File: src/rtl/k2_run_ctrl.sv
// ---------------------------------------------------------------------------
// k2_run_ctrl
//
// Run/halt/single-step controller for a small core with one PC breakpoint.
// It decides each cycle whether the core may advance (core_en) and keeps a
// saturating count of executed cycles.
//
// Ports
//   clk        in   single clock, rising-edge
//   reset      in   synchronous active-high reset
//   start      in   run request (IDLE/HALT -> RUN)
//   halt_req   in   stop request (RUN -> HALT)
//   step_req   in   execute one core cycle, then halt
//   bp_en      in   breakpoint enable
//   bp_addr    in   breakpoint PC value [7:0]
//   pc         in   current core PC [7:0]
//   core_en    out  core PC / register enable
//   state      out  IDLE=00 RUN=01 STEP=10 HALT=11
//   halted     out  high in HALT
//   bp_hit     out  sticky: last halt was caused by the breakpoint
//   step_done  out  one-cycle pulse in the first HALT cycle after STEP
//   cycle_cnt  out  saturating count of cycles with core_en=1 [CNT_W-1:0]
// ---------------------------------------------------------------------------
module k2_run_ctrl #(
    parameter int unsigned CNT_W = 16
) (
    input  logic             clk,
    input  logic             reset,
    input  logic             start,
    input  logic             halt_req,
    input  logic             step_req,
    input  logic             bp_en,
    input  logic [7:0]       bp_addr,
    input  logic [7:0]       pc,
    output logic             core_en,
    output logic [1:0]       state,
    output logic             halted,
    output logic             bp_hit,
    output logic             step_done,
    output logic [CNT_W-1:0] cycle_cnt
);

    localparam logic [1:0] StIdle = 2'b00;
    localparam logic [1:0] StRun  = 2'b01;
    localparam logic [1:0] StStep = 2'b10;
    localparam logic [1:0] StHalt = 2'b11;

    localparam logic [CNT_W-1:0] CntMax = '1;

    logic [1:0]       state_q, state_d;
    logic             bp_skip_q, bp_skip_d;
    logic             bp_hit_q, bp_hit_d;
    logic             step_done_q, step_done_d;
    logic [CNT_W-1:0] cnt_q, cnt_d;
    logic             bp_match;

    // bp_skip masks the breakpoint for the first cycle after resuming from
    // HALT, so a core parked on the breakpoint PC can move past it.
    assign bp_match = bp_en & (pc == bp_addr) & ~bp_skip_q;
    assign core_en  = (state_q == StStep) | ((state_q == StRun) & ~bp_match);

    always_comb begin
        state_d     = state_q;
        bp_skip_d   = 1'b0;
        bp_hit_d    = bp_hit_q;
        step_done_d = 1'b0;
        case (state_q)
            StIdle: begin
                if (halt_req) begin
                    state_d = StHalt;
                end else if (step_req) begin
                    state_d = StStep;
                end else if (start) begin
                    state_d = StRun;
                end
            end
            StRun: begin
                // A breakpoint coinciding with halt_req still reports bp_hit.
                if (halt_req || bp_match) begin
                    state_d  = StHalt;
                    bp_hit_d = bp_match;
                end
            end
            StStep: begin
                state_d     = StHalt;
                bp_hit_d    = 1'b0;
                step_done_d = 1'b1;
            end
            StHalt: begin
                if (halt_req) begin
                    state_d = StHalt;
                end else if (step_req) begin
                    state_d = StStep;
                end else if (start) begin
                    state_d   = StRun;
                    bp_skip_d = 1'b1;
                end
            end
            default: state_d = StIdle;
        endcase
    end

    always_comb begin
        cnt_d = cnt_q;
        if (core_en && (cnt_q != CntMax)) begin
            cnt_d = cnt_q + CNT_W'(1);
        end
    end

    always_ff @(posedge clk) begin
        if (reset) begin
            state_q     <= StIdle;
            bp_skip_q   <= 1'b0;
            bp_hit_q    <= 1'b0;
            step_done_q <= 1'b0;
            cnt_q       <= '0;
        end else begin
            state_q     <= state_d;
            bp_skip_q   <= bp_skip_d;
            bp_hit_q    <= bp_hit_d;
            step_done_q <= step_done_d;
            cnt_q       <= cnt_d;
        end
    end

    assign state     = state_q;
    assign halted    = (state_q == StHalt);
    assign bp_hit    = bp_hit_q;
    assign step_done = step_done_q;
    assign cycle_cnt = cnt_q;

endmodule

File: config.mk
export PLATFORM = sky130hd
export DESIGN_NAME = k2_run_ctrl
export DESIGN_NICKNAME = d
export VERILOG_FILES = /design/src/rtl/k2_run_ctrl.sv
export SDC_FILE = /design/constraint.sdc
export NUM_CORES = 1
export LEC_CHECK = 0
export ABC_CLOCK_PERIOD_IN_PS = 5520
export CAP_MARGIN = 25
export CORE_UTILIZATION = 47
export DETAILED_ROUTE_END_ITERATION = 6
export PLACE_DENSITY = 0.84
export SLEW_MARGIN = 20
export SYNTH_ARGS = -nofsm -noshare
export SYNTH_HDL_FRONTEND = slang
export SYNTH_SLANG_ARGS = --single-unit
File: constraint.sdc
create_clock -name clk -period 5.52 [get_ports clk]
set_input_delay 1.104 -clock clk [delete_from_list [all_inputs] [get_ports clk]]
set_output_delay 1.104 -clock clk [all_outputs]
set_load 0.01 [all_outputs]
==> flow_summary.toml, run 1 <==
[worst_setup_path]
critPathKind = "input pin to output port"
path_max_fanout = 13
cp.required_ps = 4420
arrival_ps = 3140
cp_slowest_cell = "clkdlybuf4s50_1"
critical_path.endpoint_type = "output port"
crit_path_max_incr_delay_ps = 470
cp-start-kind = "input pin"
crit_top_cell = "clkdlybuf4s50_1"
crit_chain = "clkdlybuf4s50_1, xor2_1, nor4_2, a31oi_4, or2_1, clkdlybuf4s50_1"

[routing]
vias = 1111
drcViolationCount = 0
highest_layer = "met4"
routedWlPerCell_microns = 13.35
drtAntennaViolNets = 0
drtIter0Drc = 5
dr_wl_met3_microns = 224
drt_pass1_iterations = 4
routed_wl_mm = 2.710
wl_met1_mm = 1.036
routed-wl-met2_mm = 1.422
via_per_inst = 5.473

[floorplan]
ios = 44
fp-row-count = 18
fp.dieH_microns = 52.95
coreArea_sq_mm = 0.002455
start_util_pct = 49.69
die_area_sq_mm = 0.002803
die_w_microns = 52.95

[timing]
hold_viol = 0
finalCritPeriodShare_pct = 76.88
tns_ps = 0
setup_violations = 0
max_freq_mhz = 235.6
maxSlewViolCount = 0
grt_setup_unrepaired = "false"
relSlewSlack_pct = 46.15
tightestPinTransition_ps = 805.2
skew_ps = 2.325
fin_crit_ps = 4244

[global_route]
antenna_found_initial = 0
grt_pass1_wl_mm = 4.195
grt_pass1_vias = 1045
grtUsageTotal_pct = 20.16
grt_max_degree = 23
globalRouteOverflowTotal = 0

[yosys]
synth_nets = 156
netlist-cell-type-count = 41
synth_top_area_share_pct = 34.46
yosysTopAreaCell = "dfxtp_1"
ys_ff_latch = 21
synth_warnings = 0
synthArstFlopShare_pct = 0
syn-instance-count = 130
seq_area_frac_synth_pct = 34.46
synthFlopType = "dfxtp_1"
synth_edf_count = 0
syn_area_per_cell_sq_um = 9.384
syn_area_sq_mm = 0.001220
synth_area_leaders = "dfxtp_1 (34%), xor2_1 (12%), nor2_1 (4.6%)"

[placement]
place_area_sq_mm = 0.001658
port_buffers = 43
dp_hpwl_mm = 2.086
routabilityCongestion = 0.7456

[power_and_ir_drop]
p_per_area_mw_per_mm2 = 184.4
ir_worst_vdd_v = 0.0002290
p_leak_nw = 0.6247
p_total_mw = 0.3107

[layout]
fill_cells = 217
layout.nets = 200
stdcell_area_sq_mm = 0.001685
diodes = 0
drive_above_1_share_pct = 9.827
area_growth_syn_to_layout_pct = 38.15
final_util_pct = 68.65

[clock_tree]
ctsHoldBuffers = 0
root_buffer = "clkbuf_4"
clkTransAtPathRegs_ps = 120
cts_sinks = 21
clkLatencyLatePin_ps = 300
cts_setup_buffers = 0
cts_made_buffers = 3
cts_tree = "yes"
clockBufferDepth = 2
cts_max_level = 1
post_cts_resized = 0

[outcome]
status = "completed"

[run]
maxCapViolCount = 0

[min_path]
hold_path_class = "flop to flop"
## path summary, 6_finish.rpt
path                            slack [ps]                    endpoint  depth (start not counted)                  start
worst max-delay path                  1280                     core_en                          6             bp_addr[7]
worst min-delay path                   480         bp_hit$_SDFFE_PP0P_                          2    bp_hit$_SDFFE_PP0P_
worst max register to register        3540  cycle_cnt[15]$_SDFFE_PP0P_                          6  state[0]$_SDFFE_PP0P_
worst min register to register         480         bp_hit$_SDFFE_PP0P_                          2    bp_hit$_SDFFE_PP0P_
## layout make-up
cell class | count | area [sq um] | share of cell area [%]
multi-input cells | 101 | 754.5 | 44.77
clock buffers | 3 | 22.52 | 1.336
clock inverters | 1 | 5.005 | 0.2970
inverters | 4 | 15.01 | 0.8909
well taps | 30 | 37.54 | 2.227
repair buffers | 43 | 430.4 | 25.54
flip-flops and latches | 21 | 420.4 | 24.94
## worst max-delay path: cells and delay by family
| kind | cells | cell delay [ps] |
|---|---|---|
| xor+xnor | 1 | 180 |
| compound gates | 1 | 260 |
| simple gates | 2 | 710 |
| buf+inv | 2 | 880 |
## synthesized netlist by cell type (3+ instances only)
library cell	n
a21oi_1	7
and3_1	3
dfxtp_1	21
ha_1	4
inv_1	4
nand2_1	9
nand3_1	3
nor2_1	15
o2111ai_1	4
o21ai_1	6
or3_1	4
xor2_1	17
## metrics by stage
| step | instances | hold slack (ps) | setup slack [ps] |
|---|---|---|---|
| 3_3_place_gp | 199 | 458.5 | 1309 |
| 5_1_grt | 203 | 521.4 | 1166 |
| 4_1_cts | 203 | 491.3 | 1249 |
| 2_1_floorplan | 130 | 483.8 | 2209 |
| 6_report | 203 | 484.8 | 1276 |
| 3_5_place_dp | 199 | 473.9 | 1265 |
## metal layers
metal | vias up | GRT usage, %
li1 | 557 | -
met2 | 37 | 40.30
met4 | 0 | 5.702
met1 | 511 | 20.87
met5 | - | 0
met3 | 6 | 3.448
## registers in the layout, indices dropped and copies added, names as in the netlist
name and count:
bp_hit 1, bp_skip_q 1, cycle_cnt 16, state 2, step_done 1
## logic make-up after synthesis
kind of cell               count (synthesis)  synth area share [%]
DFF                                       21                 34.46
muxes                                      1                0.8205
xor gates and xnor gates                  17                 12.20
and+or+nand+nor                           51                 25.54
buffers and inverters                      8                 3.691
AOI/OAI and AO/OA                         28                 19.18
adders and majority gates                  4                 4.103
## power by group
part	internal (mW)	switching (mW)	total (mW)
combinational	0.0400	0.0352	0.0752
clock	0.0270	0.0461	0.0730
sequential	0.157	0.00581	0.162
## layout by cell type (no fill, tap or decap), types with 2 or more instances in the layout
cell type,count
and4_1,2
o21ai_1,6
a21oi_1,7
dfxtp_1,21
xor2_1,17
ha_1,4
clkdlybuf4s50_1,43
o2111ai_1,4
clkbuf_4,3
nor2_1,15
nand2_1,9
inv_1,4
o211ai_2,2
and3_1,3
nor2b_1,2
or4_1,2
or3_1,4
nand3_1,3
(Power assumes the default switching activity.)
==> run 2: changes to the inputs <==
Settings changed: ABC_CLOCK_PERIOD_IN_PS 5520 to 4100, CORE_UTILIZATION 47 to 44, PLACE_DENSITY 0.84 to 0.79.
Clock period 5.52 ns to 4.1 ns, I/O delays scaled along.
==> run 2 against run 1 <==
Against the previous run: clock skew increased by 1.2 ps; non-clock buffer count unchanged; combinational power increased by 34%; sequential power up 35%; sequential cell count unchanged; final cell count stayed put; total power is 36% higher; critical endpoint unchanged; largest cell class unchanged; largest power group unchanged.
==> flow_summary.toml, run 2 (synthesis gave the netlist of run 1 again) <==
[floorplan]
fp.dieH_microns = 54.66
start_util_pct = 47.94
coreArea_sq_mm = 0.002545
ios = 44
fp-row-count = 18
die_w_microns = 54.66
die_area_sq_mm = 0.002987

[placement]
routabilityCongestion = 0.7956
dp_hpwl_mm = 2.087
place_area_sq_mm = 0.001658
place_inst = 199
port_buffers = 43
pre_cts_ws_ps = 397.5

[layout]
drive_above_1_share_pct = 9.249
final_util_pct = 66.18
diodes = 0
fill_cells = 212
stdcell_area_sq_mm = 0.001684
area_growth_syn_to_layout_pct = 38.05
multi_input_comb_area_sq_um = 754.5
seqCellArea_sq_um = 420.4
final_common_cell = "clkdlybuf4s50_1"
stdcell_count = 203
layout.nets = 200
largest_register_ffs = 16
layout_common_cells = "clkdlybuf4s50_1 (43), dfxtp_1 (21), xor2_1 (17)"

[clock_tree]
cts_setup_buffers = 0
cts_max_level = 1
ctsHoldBuffers = 0
root_buffer = "clkbuf_4"
cts_made_buffers = 3
clockBufferDepth = 2
clkTransAtPathRegs_ps = 120
post_cts_resized = 0
cts_tree = "yes"
cts_sinks = 21
clkLatencyLatePin_ps = 310

[global_route]
grt_max_degree = 23
grtUsageTotal_pct = 19.86
grt_pass1_wl_mm = 4.250
grt_pass1_vias = 1061
antenna_found_initial = 0
globalRouteOverflowTotal = 0

[timing]
grt_setup_unrepaired = "false"
maxSlewViolCount = 0
tightestPinTransition_ps = 793.1
hold_viol = 0
max_freq_mhz = 270.6
hold_ws_ps = 496.5
relSlewSlack_pct = 46.96
tns_ps = 0
fin_ws_ps = 404.4
finalCritPeriodShare_pct = 90.14
fin_crit_ps = 3696
setup_violations = 0
skew_ps = 3.495

[worst_setup_path]
path_max_fanout = 13
cp-start-kind = "input pin"
critical_path.endpoint_type = "output port"
critPathKind = "input pin to output port"
arrival_ps = 2880
cp.required_ps = 3280
rrSetupSlack_ps = 2090

[routing]
drt_pass1_iterations = 4
drcViolationCount = 0
routedWlPerCell_microns = 13.87
drtIter0Drc = 14
vias = 1126
via_per_inst = 5.547
drtAntennaViolNets = 0
routed_wl_mm = 2.815

[power_and_ir_drop]
ir_worst_vdd_v = 0.0002572
p_total_mw = 0.4235
p_leak_nw = 0.6220
p_per_area_mw_per_mm2 = 251.5

[min_path]
hold_path_class = "flop to flop"

[outcome]
status = "completed"

[run]
maxCapViolCount = 0
run 2: critical path: stages:
cell and delay [ps]:
clkdlybuf4s50_1 430, xor2_1 180, nor4_2 430, a31oi_4 270, or2_1 270, clkdlybuf4s50_1 470
run 2: report_power, final:
part	switching (mW)	internal, mW
registers	0.00771	0.211
clock network	0.0655	0.0381
logic	0.0476	0.0538
total	0.121	0.303
run 2: path summary, 6_finish.rpt:
path	from	to	depth (start not counted)
max	bp_addr[7]	core_en	6
min	bp_hit$_SDFFE_PP0P_	bp_hit$_SDFFE_PP0P_	2
max reg2reg	state[0]$_SDFFE_PP0P_	cycle_cnt[13]$_SDFFE_PP0P_	6
min reg2reg	bp_hit$_SDFFE_PP0P_	bp_hit$_SDFFE_PP0P_	2
run 2: layer usage:
| layer | vias up | global-route usage [%] | share of wire (%) |
|---|---|---|---|
| met5 | - | 0 | 0 |
| met1 | 532 | 19.93 | 41 |
| met4 | 0 | 8.120 | 1.6 |
| met3 | 5 | 3.333 | 6.2 |
| met2 | 38 | 39.16 | 51 |
| li1 | 551 | - | - |
run 2: area by class of cell:
cell class | count | share of cell area (%)
multi-input combinational | 101 | 44.80
sequential | 21 | 24.96
tap | 30 | 2.229
timing repair buffer | 43 | 25.56
inverter | 4 | 0.8915
clock buffer | 4 | 1.560
==> run 3: changes to the inputs <==
Settings changed: ABC_CLOCK_PERIOD_IN_PS 4100 to 4600, CORE_UTILIZATION 44 to 47, PLACE_DENSITY 0.79 to 0.84, SLEW_MARGIN 20 to 10.
Clock period 4.1 ns to 4.6 ns, I/O delays scaled along.
==> results of run 3 <==
The final DEF is identical to that of run 1. Status: completed.
Among the figures that moved: setup slack after placement 1265 ps -> 712.8 ps; setup slack after layout 1276 ps -> 724.1 ps; register-to-register setup slack 3540 ps -> 2620 ps; total power 0.3107 mW -> 0.3729 mW; worst IR drop on VDD 0.0002290 V -> 0.0002748 V
